$ cat src/rtl/mc_pkg.sv
// Shared constants and the control-vector type for the multi-cycle MIPS-subset controller.
// Used by multicycle_control and mc_state_decode.
package mc_pkg;

    localparam logic [5:0] OP_RTYPE = 6'b000000;
    localparam logic [5:0] OP_ADDI  = 6'b001000;
    localparam logic [5:0] OP_LW    = 6'b100011;
    localparam logic [5:0] OP_SW    = 6'b101011;
    localparam logic [5:0] OP_BEQ   = 6'b000100;
    localparam logic [5:0] OP_J     = 6'b000010;
    localparam logic [5:0] OP_BNE   = 6'b000101;

    localparam logic [3:0] ST_FETCH   = 4'd0;
    localparam logic [3:0] ST_DECODE  = 4'd1;
    localparam logic [3:0] ST_MEM_ADR = 4'd2;
    localparam logic [3:0] ST_MEM_RD  = 4'd3;
    localparam logic [3:0] ST_MEM_WB  = 4'd4;
    localparam logic [3:0] ST_MEM_WR  = 4'd5;
    localparam logic [3:0] ST_EXEC    = 4'd6;
    localparam logic [3:0] ST_ALU_WB  = 4'd7;
    localparam logic [3:0] ST_BRANCH  = 4'd8;
    localparam logic [3:0] ST_ADDI_EX = 4'd9;
    localparam logic [3:0] ST_ADDI_WB = 4'd10;
    localparam logic [3:0] ST_JUMP    = 4'd11;
    localparam logic [3:0] ST_TRAP    = 4'd12;

    localparam logic [1:0] SRC_B_REG      = 2'b00;
    localparam logic [1:0] SRC_B_FOUR     = 2'b01;
    localparam logic [1:0] SRC_B_IMM      = 2'b10;
    localparam logic [1:0] SRC_B_IMM_SHL2 = 2'b11;

    localparam logic [1:0] ALU_ADD   = 2'b00;
    localparam logic [1:0] ALU_SUB   = 2'b01;
    localparam logic [1:0] ALU_FUNCT = 2'b10;

    localparam logic [1:0] PC_SRC_ALU     = 2'b00;
    localparam logic [1:0] PC_SRC_ALU_OUT = 2'b01;
    localparam logic [1:0] PC_SRC_JUMP    = 2'b10;

    typedef struct packed {
        logic       iord;
        logic       mem_read;
        logic       mem_write;
        logic       ir_write;
        logic       reg_dst;
        logic       mem_to_reg;
        logic       reg_write;
        logic       alu_src_a;
        logic [1:0] alu_src_b;
        logic [1:0] alu_op;
        logic [1:0] pc_src;
        logic       pc_en;
        logic       illegal;
    } ctrl_t;

endpackage

$ cat src/rtl/mc_state_decode.sv
// Combinational map from controller state (plus mem_ready, zero, is_bne) to datapath controls.
module mc_state_decode
    import mc_pkg::*;
#(
    parameter logic [1:0] PC_INC_SEL = SRC_B_FOUR
) (
    input  logic [3:0] state,
    input  logic       mem_ready,
    input  logic       zero,
    input  logic       is_bne,
    output ctrl_t      ctrl
);

    always_comb begin
        ctrl           = '0;
        ctrl.alu_src_b = SRC_B_REG;
        ctrl.alu_op    = ALU_ADD;
        ctrl.pc_src    = PC_SRC_ALU;
        case (state)
            ST_FETCH: begin
                ctrl.mem_read  = 1'b1;
                ctrl.alu_src_b = PC_INC_SEL;
                ctrl.ir_write  = mem_ready;
                ctrl.pc_en     = mem_ready;
            end
            // Branch target is precomputed while the opcode is being decoded.
            ST_DECODE:  ctrl.alu_src_b = SRC_B_IMM_SHL2;
            ST_MEM_ADR, ST_ADDI_EX: begin
                ctrl.alu_src_a = 1'b1;
                ctrl.alu_src_b = SRC_B_IMM;
            end
            ST_MEM_RD: begin
                ctrl.iord     = 1'b1;
                ctrl.mem_read = 1'b1;
            end
            ST_MEM_WB: begin
                ctrl.mem_to_reg = 1'b1;
                ctrl.reg_write  = 1'b1;
            end
            ST_MEM_WR: begin
                ctrl.iord      = 1'b1;
                ctrl.mem_write = 1'b1;
            end
            ST_EXEC: begin
                ctrl.alu_src_a = 1'b1;
                ctrl.alu_op    = ALU_FUNCT;
            end
            ST_ALU_WB: begin
                ctrl.reg_dst   = 1'b1;
                ctrl.reg_write = 1'b1;
            end
            ST_ADDI_WB: ctrl.reg_write = 1'b1;
            ST_BRANCH: begin
                ctrl.alu_src_a = 1'b1;
                ctrl.alu_op    = ALU_SUB;
                ctrl.pc_src    = PC_SRC_ALU_OUT;
                ctrl.pc_en     = zero ^ is_bne;
            end
            ST_JUMP: begin
                ctrl.pc_src = PC_SRC_JUMP;
                ctrl.pc_en  = 1'b1;
            end
            ST_TRAP:    ctrl.illegal = 1'b1;
            default: ;
        endcase
    end

endmodule

$ cat src/rtl/multicycle_control.sv
// Multi-cycle control FSM: state register and next-state logic; outputs come from mc_state_decode.
// Optional MULTICYCLE_BNE_EN adds BNE support through a registered is_bne flag.
//
// state   | meaning
// FETCH   | read instruction at PC, PC += 4 when memory is ready
// DECODE  | dispatch on opcode, precompute branch target
// MEM_ADR | compute load/store address
// MEM_RD  | load data read, waits on mem_ready
// MEM_WB  | write load data to rt
// MEM_WR  | store data write, waits on mem_ready
// EXEC    | R-type ALU operation
// ALU_WB  | write ALU result to rd
// BRANCH  | compare and conditionally load branch target
// ADDI_EX | add immediate
// ADDI_WB | write ADDI result to rt
// JUMP    | load jump target
// TRAP    | unsupported opcode
module multicycle_control
    import mc_pkg::*;
#(
    parameter logic [1:0] PC_INC_SEL  = 2'b01,
    parameter bit         TRAP_STICKY = 1'b1
) (
    input  logic       clk,
    input  logic       rst,
    input  logic [5:0] opcode,
    input  logic       zero,
    input  logic       mem_ready,
    output logic       iord,
    output logic       mem_read,
    output logic       mem_write,
    output logic       ir_write,
    output logic       reg_dst,
    output logic       mem_to_reg,
    output logic       reg_write,
    output logic       alu_src_a,
    output logic [1:0] alu_src_b,
    output logic [1:0] alu_op,
    output logic [1:0] pc_src,
    output logic       pc_en,
    output logic       illegal,
    output logic [3:0] state
);

    logic [3:0] state_q;
    logic [3:0] state_d;
    logic [3:0] state_cur;
    logic       is_bne;
    ctrl_t      ctrl;

    // Reset forces FETCH outputs in the reset cycle itself, dropping any pending write.
    assign state_cur = rst ? ST_FETCH : state_q;
    assign state     = state_cur;

    always_comb begin
        state_d = ST_FETCH;
        case (state_q)
            ST_FETCH:   state_d = mem_ready ? ST_DECODE : ST_FETCH;
            ST_DECODE: begin
                case (opcode)
                    OP_RTYPE:      state_d = ST_EXEC;
                    OP_ADDI:       state_d = ST_ADDI_EX;
                    OP_LW, OP_SW:  state_d = ST_MEM_ADR;
                    OP_BEQ:        state_d = ST_BRANCH;
                    OP_J:          state_d = ST_JUMP;
`ifdef MULTICYCLE_BNE_EN
                    OP_BNE:        state_d = ST_BRANCH;
`else
                    OP_BNE:        state_d = ST_TRAP;
`endif
                    default:       state_d = ST_TRAP;
                endcase
            end
            ST_MEM_ADR: state_d = (opcode == OP_LW) ? ST_MEM_RD : ST_MEM_WR;
            ST_MEM_RD:  state_d = mem_ready ? ST_MEM_WB : ST_MEM_RD;
            ST_MEM_WB:  state_d = ST_FETCH;
            ST_MEM_WR:  state_d = mem_ready ? ST_FETCH : ST_MEM_WR;
            ST_EXEC:    state_d = ST_ALU_WB;
            ST_ALU_WB:  state_d = ST_FETCH;
            ST_BRANCH:  state_d = ST_FETCH;
            ST_ADDI_EX: state_d = ST_ADDI_WB;
            ST_ADDI_WB: state_d = ST_FETCH;
            ST_JUMP:    state_d = ST_FETCH;
            ST_TRAP:    state_d = TRAP_STICKY ? ST_TRAP : ST_FETCH;
            default:    state_d = ST_FETCH;
        endcase
    end

    always_ff @(posedge clk) begin
        if (rst) state_q <= ST_FETCH;
        else     state_q <= state_d;
    end

`ifdef MULTICYCLE_BNE_EN
    logic is_bne_q;

    always_ff @(posedge clk) begin
        if (rst)                         is_bne_q <= 1'b0;
        else if (state_q == ST_DECODE)   is_bne_q <= (opcode == OP_BNE);
    end

    assign is_bne = is_bne_q;
`else
    assign is_bne = 1'b0;
`endif

    mc_state_decode #(
        .PC_INC_SEL (PC_INC_SEL)
    ) u_decode (
        .state     (state_cur),
        .mem_ready (mem_ready),
        .zero      (zero),
        .is_bne    (is_bne),
        .ctrl      (ctrl)
    );

    assign iord       = ctrl.iord;
    assign mem_read   = ctrl.mem_read;
    assign mem_write  = ctrl.mem_write;
    assign ir_write   = ctrl.ir_write;
    assign reg_dst    = ctrl.reg_dst;
    assign mem_to_reg = ctrl.mem_to_reg;
    assign reg_write  = ctrl.reg_write;
    assign alu_src_a  = ctrl.alu_src_a;
    assign alu_src_b  = ctrl.alu_src_b;
    assign alu_op     = ctrl.alu_op;
    assign pc_src     = ctrl.pc_src;
    assign pc_en      = ctrl.pc_en;
    assign illegal    = ctrl.illegal;

endmodule
$ cat config.mk
export PLATFORM = sky130hd
export DESIGN_NAME = multicycle_control
export DESIGN_NICKNAME = d
export VERILOG_FILES = /design/src/rtl/mc_pkg.sv /design/src/rtl/mc_state_decode.sv /design/src/rtl/multicycle_control.sv
export SDC_FILE = /design/constraint.sdc
export NUM_CORES = 1
export LEC_CHECK = 0
export BUFFER_PORTS_ARGS = -buffer_cell sky130_fd_sc_hd__buf_4
export CAP_MARGIN = 20
export CORE_AREA = 2 2 39 41
export CTS_BUF_LIST = sky130_fd_sc_hd__clkbuf_8
export DETAILED_ROUTE_END_ITERATION = 12
export DIE_AREA = 0 0 41 43
export GPL_TIMING_DRIVEN = 0
export PLACE_DENSITY_LB_ADDON = 0.3
export SLEW_MARGIN = 30
export SYNTH_ARGS = -nofsm -noshare
export SYNTH_HDL_FRONTEND = slang
export SYNTH_SLANG_ARGS = --single-unit
export TNS_END_PERCENT = 10
$ cat constraint.sdc
create_clock -name clk -period 2.6 [get_ports clk]
set_input_delay 0.39 -clock clk [delete_from_list [all_inputs] [get_ports clk]]
set_output_delay 0.39 -clock clk [all_outputs]
set_load 0.02 [all_outputs]
=== After elaboration in Yosys (flattened, before gate mapping) ===
Cells that the tools add are included.

* Bits of input ports: 10
* Register bits after elaboration: 4
* Logic and storage cells: 54

* Muxes and demuxes: 20
* Equal/unequal tests: 24
* Reductions and logical operators: 9

{| class="wikitable"
|+ Operators by type and width
! operator !! number
|-
| $pmux 4 s8 || 1
|-
| $eq 4x4->1 const B || 7
|-
| $eq 4x3->1 const B || 6
|-
| $pmux 4 s5 || 1
|-
| $eq 4x2->1 const B || 4
|-
| $eq 6x6->1 const B || 2
|-
| $mux 1 || 10
|-
| $mux 3 || 3
|-
| $eq 4x1->1 const B || 2
|-
| $logic_not 4->1 || 2
|-
| $pmux 2 s2 || 2
|-
| $reduce_or 2->1 || 4
|-
| $eq 6x2->1 const B || 1
|-
| $eq 6x3->1 const B || 1
|-
| $eq 6x4->1 const B || 1
|-
| $logic_not 6->1 || 1
|-
| $pmux 2 s3 || 1
|-
| $mux 4 || 1
|-
| $reduce_or 4->1 || 1
|-
| $pmux 1 s3 || 1
|-
| $reduce_or 3->1 || 1
|}

=== Longest topological paths before layout ===
* Depth after elaboration: 4
* Depth in mapped cells: 6

=== Hierarchy ===
Synthesis repeated with hierarchy kept, for this count alone.

* Cell total of the unflattened synthesis: 91
* Area total of the unflattened synthesis: 606.8 sq um

{| class="wikitable"
|+ By module, submodules not included
! module !! cells each !! seq. area each (sq um) !! area an instance (sq um) !! times used
|-
| multicycle_control || 62 || 80.1 || 442.9 || 1
|-
| mc_state_decode || 29 || 0.0 || 163.9 || 1
|}

=== Least setup slack after synthesis ===
OpenSTA, ideal clock, no wires.

* Kind: flip-flop to output port
* From: register state_q[0]
* To: output port pc_en
* Path slack: 0.521 ns
* Required time: 2.210 ns
* Stages on the path, launching flop included: 5
* Data arrival time: 1.689 ns
* Path through: dfxtp_1 clkbuf_1 nor2b_1 and3_1 a211o_1

* Cells in the longest elaborated chain, start to end: 3
* Elaborated cells between the ends (all ways): 5
* Classes of those cells: eq/ne (2); mux (2); reduce/logical (1)

{| class="wikitable"
|+ Ends and longest elaborated chain
! what !! line !! source
|-
| start: declaration || multicycle_control.sv:45 || <nowiki>logic [3:0] state_q;</nowiki>
|-
| start signal: assignment || multicycle_control.sv:91 || <nowiki>else state_q <= state_d;</nowiki>
|-
| $mux 4 * || multicycle_control.sv:52 || <nowiki>assign state_cur = rst ? ST_FETCH : state_q;</nowiki>
|-
| via state[0] || multicycle_control.sv:42 || <nowiki>output logic [3:0] state</nowiki>
|-
| $eq 4x4->1 / $logic_not 4->1 (equally long branches) || mc_state_decode.sv:19 || <nowiki>case (state)</nowiki>
|-
| $pmux 1 s3 * || mc_state_decode.sv:19 ||
|-
| end: declaration || multicycle_control.sv:40 || <nowiki>output logic pc_en,</nowiki>
|}

Mark *: on every way through the listed nets, which the timed path passes. The rest lies on a longest branch.

=== Worst setup path after layout ===
* From: register state_q[0]
* To: output port pc_en

* Cells in the longest elaborated chain, start to end: 3
* Elaborated cells between the ends (all ways): 5
* Classes of those cells: eq/ne (2); mux (2); reduce/logical (1)

{| class="wikitable"
|+ Ends and longest elaborated chain
! what !! line
|-
| $mux 4 * || multicycle_control.sv:52
|-
| $eq 4x4->1 / $logic_not 4->1 (equally long branches) || mc_state_decode.sv:19
|-
| $pmux 1 s3 * || mc_state_decode.sv:19
|}

Every way passes the cells marked *; elsewhere a longest branch is shown, timed or not.

==> impl_results.rst <==
.. list-table::
   :header-rows: 1

   * - Metric
     - Value
   * - Outcome
     - finished, final reports clean
   * - Total routed wirelength
     - approximately 1.7 mm
   * - First-pass GRT wire length
     - about 2.5 mm
   * - Vertical extent of the die
     - 43 µm
   * - Most area-hungry cell type in the Yosys netlist
     - sky130_fd_sc_hd__dfxtp_1
   * - Mean post-synth cell area
     - 6.596 µm²
   * - Max-cap violation count
     - 0
   * - FFs w/ async S/R, synth
     - 0
   * - Achievable Freq
     - roughly 0.5 GHz
   * - Starting density of the core
     - 0.4385
   * - Post-synth top area share
     - 0.1320
   * - Count of nets after finishing
     - around 140
   * - Post-DP HPWL
     - between 1 and 1.5 mm
   * - Antenna-violating nets left
     - 0
   * - Antenna Cells
     - 0
   * - Seq/Total Area, Yosys
     - 0.1320
   * - Maximum cell stage delay along the critical path
     - roughly 430 ps
   * - Max-slew headroom
     - 0.6235
   * - Period Utilization, post-route
     - 0.7910
   * - Largest clock skew in the final design
     - around 4.2 ps
   * - Register bit total from synthesis
     - 4
   * - Number of failing setup endpoints in the final timing report
     - 0
   * - FP Rows
     - 14
   * - Post-synth top flop
     - sky130_fd_sc_hd__dfxtp_1
   * - TritonCTS clock tree
     - done
   * - Setup_tns
     - 0 ps
   * - Crit Path Max Fanout
     - 10
   * - Commonest non-fill, non-tap cells in the layout
     - sky130_fd_sc_hd__buf_4 (28), sky130_fd_sc_hd__nor2_1 (12), sky130_fd_sc_hd__nor2b_1 (8)
   * - Fraction of layout cells with a size suffix above 1
     - 0.3089
   * - Worst Tran Pin Value
     - between 500 and 600 ps
   * - Global-route usage over all layers
     - 0.2010
   * - Average vias per placed instance
     - roughly 5.7
   * - Setup crit end kind
     - primary output
   * - Number of CTS-inserted buffers
     - 3
   * - Worst hold-check path type
     - in -> reg
   * - Number of flip-flops in the largest register
     - 4
   * - Final Max Tran Viols
     - 0
   * - Hold bufs inserted after CTS
     - 0
   * - Post-Synthesis Cell Area
     - 606.8 µm²
   * - CTS H-Tree Depth
     - 1
   * - Minimum hold slack
     - 555.9 ps
   * - Die Area
     - between 1500 and 2000 µm²
   * - Reg clk slew, reported paths
     - roughly 30 ps
   * - Final worst path period need
     - about 2000 ps
   * - Number of standard cells after synthesis
     - 92
   * - First-pass iteration count of the detailed router
     - 4
   * - Highest-delay cell along the critical path
     - sky130_fd_sc_hd__dfxtp_1
   * - Syn nets
     - slightly above 100
   * - Number of top-level design ports
     - 30
   * - Routability congestion estimate
     - between 0.8 and 0.9
   * - Remaining design rule violation count
     - 0
   * - Pin count of the biggest net entering global routing
     - 11
   * - Horizontal extent of the die
     - just over 40 µm
   * - Resized Gates After CTS
     - 0
   * - CTS sink cnt
     - 4
   * - Sequence of cells on the critical path
     - clkbuf_1, nor4_1, o21a_1, a211o_1, buf_4
   * - Pleak
     - 0.4092 nW
   * - Avg WL per Cell
     - 12.33 µm
   * - Type of origin of the critical path
     - register
   * - Total count of hold-check failures in the final report
     - 0
   * - Maximum clock path buffer count
     - 2
   * - Number of warning messages in the yosys log
     - 0
   * - Top flop regs
     - state_q: 4 flops
   * - Clock tree root buffer cell
     - sky130_fd_sc_hd__clkbuf_8
   * - First-iteration detailed-routing DRC count
     - 7
   * - Setup slack, reg-to-reg
     - roughly 1000 ps
   * - Via count of the first global-routing pass
     - 631
   * - RSZ-0062 raised after global routing
     - no
   * - Area added between synthesis and finish
     - 44.74%
   * - Maximum ir drop on the vdd rail
     - roughly 360 µV
   * - Fillers
     - between 100 and 150
   * - Worst Hold Depth
     - 3
   * - Core area
     - ~1400 µm²
   * - Top post-synthesis cells by area
     - sky130_fd_sc_hd__dfxtp_1 (13%), sky130_fd_sc_hd__nor2b_1 (8.2%), sky130_fd_sc_hd__nor2_1 (7.4%)
   * - Via count
     - ~800
   * - Worst path required time
     - around 2200 ps
   * - Worst-case reg-to-reg path depth
     - 5
   * - I/O Buffers
     - 28
   * - Antenna violations before repair
     - 0
   * - Setup Crit Path Kind
     - reg -> out
   * - Synth cell types
     - 36
   * - Number of synthesized flops with an enable pin
     - 0
   * - Most frequent standard cell in the layout excluding fill and tap cells
     - sky130_fd_sc_hd__buf_4
   * - Ratio of total power to cell area
     - roughly 500 nW/µm²
   * - Crit path arrival time
     - roughly 1700 ps
   * - Post-CTS Setup Inserts
     - 0
   * - Gr ovfl total
     - 0
   * - Skew-Pair Late Insertion Delay
     - around 210 ps
   * - Top register by number of flip-flops
     - state_q
-- worst paths after layout --
path	startpoint	to
hold / removal	opcode[2]	state_q[2]$_SDFF_PP0_
hold reg to reg	state_q[3]$_SDFF_PP0_	state_q[1]$_SDFF_PP0_
setup / recovery	state_q[0]$_SDFF_PP0_	pc_en
setup reg to reg	state_q[2]$_SDFF_PP0_	state_q[3]$_SDFF_PP0_
-- final cells by class --
cell class,instances,area (µm²),area share
Inverter,2,7.507,0.008547
Tap cell,16,20.02,0.02279
Clock buffer,3,41.29,0.04701
Buffer,7,30.03,0.03419
Multi-Input combinational cell,79,489.2,0.5570
Timing Repair Buffer,28,210.2,0.2393
Sequential cell,4,80.08,0.09117
-- routing by layer --
layer,part of all wire,vias to the layer above,track usage,wire length [µm]
met5,0,-,0,0
met4,0,0,0.02000,0
met3,0.056,0,0.04712,96
met2,0.51,23,0.3375,871
met1,0.44,372,0.2581,747
li1,-,399,-,-
-- worst max-delay path: cells and delay by family (launching register included) --
family,cells,cell delay (ps)
AO/OA/AOI/OAI,2,450
buffers and inverters,2,480
flip-flops,1,430
AND/OR/NAND/NOR,1,90
-- cell families (layout without fill, tap and decap cells) --
| group | after synthesis | count (layout) | share of synthesized area |
|---|---|---|---|
| multiplexers | 1 | 1 | 0.01856 |
| XOR/XNOR | 4 | 4 | 0.05774 |
| AND/OR/NAND/NOR | 49 | 49 | 0.4495 |
| flip-flops | 4 | 4 | 0.1320 |
| buffers and inverters | 9 | 40 | 0.06183 |
| AO/OA/AOI/OAI | 25 | 25 | 0.2804 |
-- metrics by stage --
stage	worst slack [ps]	cell area, µm²	util	total power, mW	cells
6_report	543.5	878.3	0.6347	0.4297	139
5_1_grt	392.5	878.3	0.6347	0.4552	139
4_1_cts	522.1	878.3	0.6347	0.4332	139
3_5_place_dp	752.8	837.1	0.6049	0.3031	136
3_3_place_gp	763.0	837.1	0.6049	0.2987	136
2_1_floorplan	521.2	606.8	-	0.2261	92
-- synth_stat cells, types with 2 or more instances --
| cell type | n |
|---|---|
| sky130_fd_sc_hd__a211o_1 | 2 |
| sky130_fd_sc_hd__a21oi_1 | 7 |
| sky130_fd_sc_hd__and3_1 | 5 |
| sky130_fd_sc_hd__buf_2 | 3 |
| sky130_fd_sc_hd__clkbuf_1 | 4 |
| sky130_fd_sc_hd__dfxtp_1 | 4 |
| sky130_fd_sc_hd__nand2_1 | 3 |
| sky130_fd_sc_hd__nand2b_1 | 3 |
| sky130_fd_sc_hd__nand3_1 | 3 |
| sky130_fd_sc_hd__nand3b_1 | 2 |
| sky130_fd_sc_hd__nor2_1 | 12 |
| sky130_fd_sc_hd__nor2b_1 | 8 |
| sky130_fd_sc_hd__nor3_1 | 5 |
| sky130_fd_sc_hd__nor4_1 | 2 |
| sky130_fd_sc_hd__o21a_1 | 2 |
| sky130_fd_sc_hd__o21ai_0 | 2 |
| sky130_fd_sc_hd__o21ai_1 | 2 |
| sky130_fd_sc_hd__o31ai_1 | 2 |
| sky130_fd_sc_hd__o41ai_1 | 2 |
| sky130_fd_sc_hd__xor2_1 | 3 |
-- power breakdown --
group          internal, mW  switching [mW]
clock                0.0983          0.0281
sequential           0.0700         0.00915
combinational        0.0948           0.129
Power figures use the tool's default switching activity.
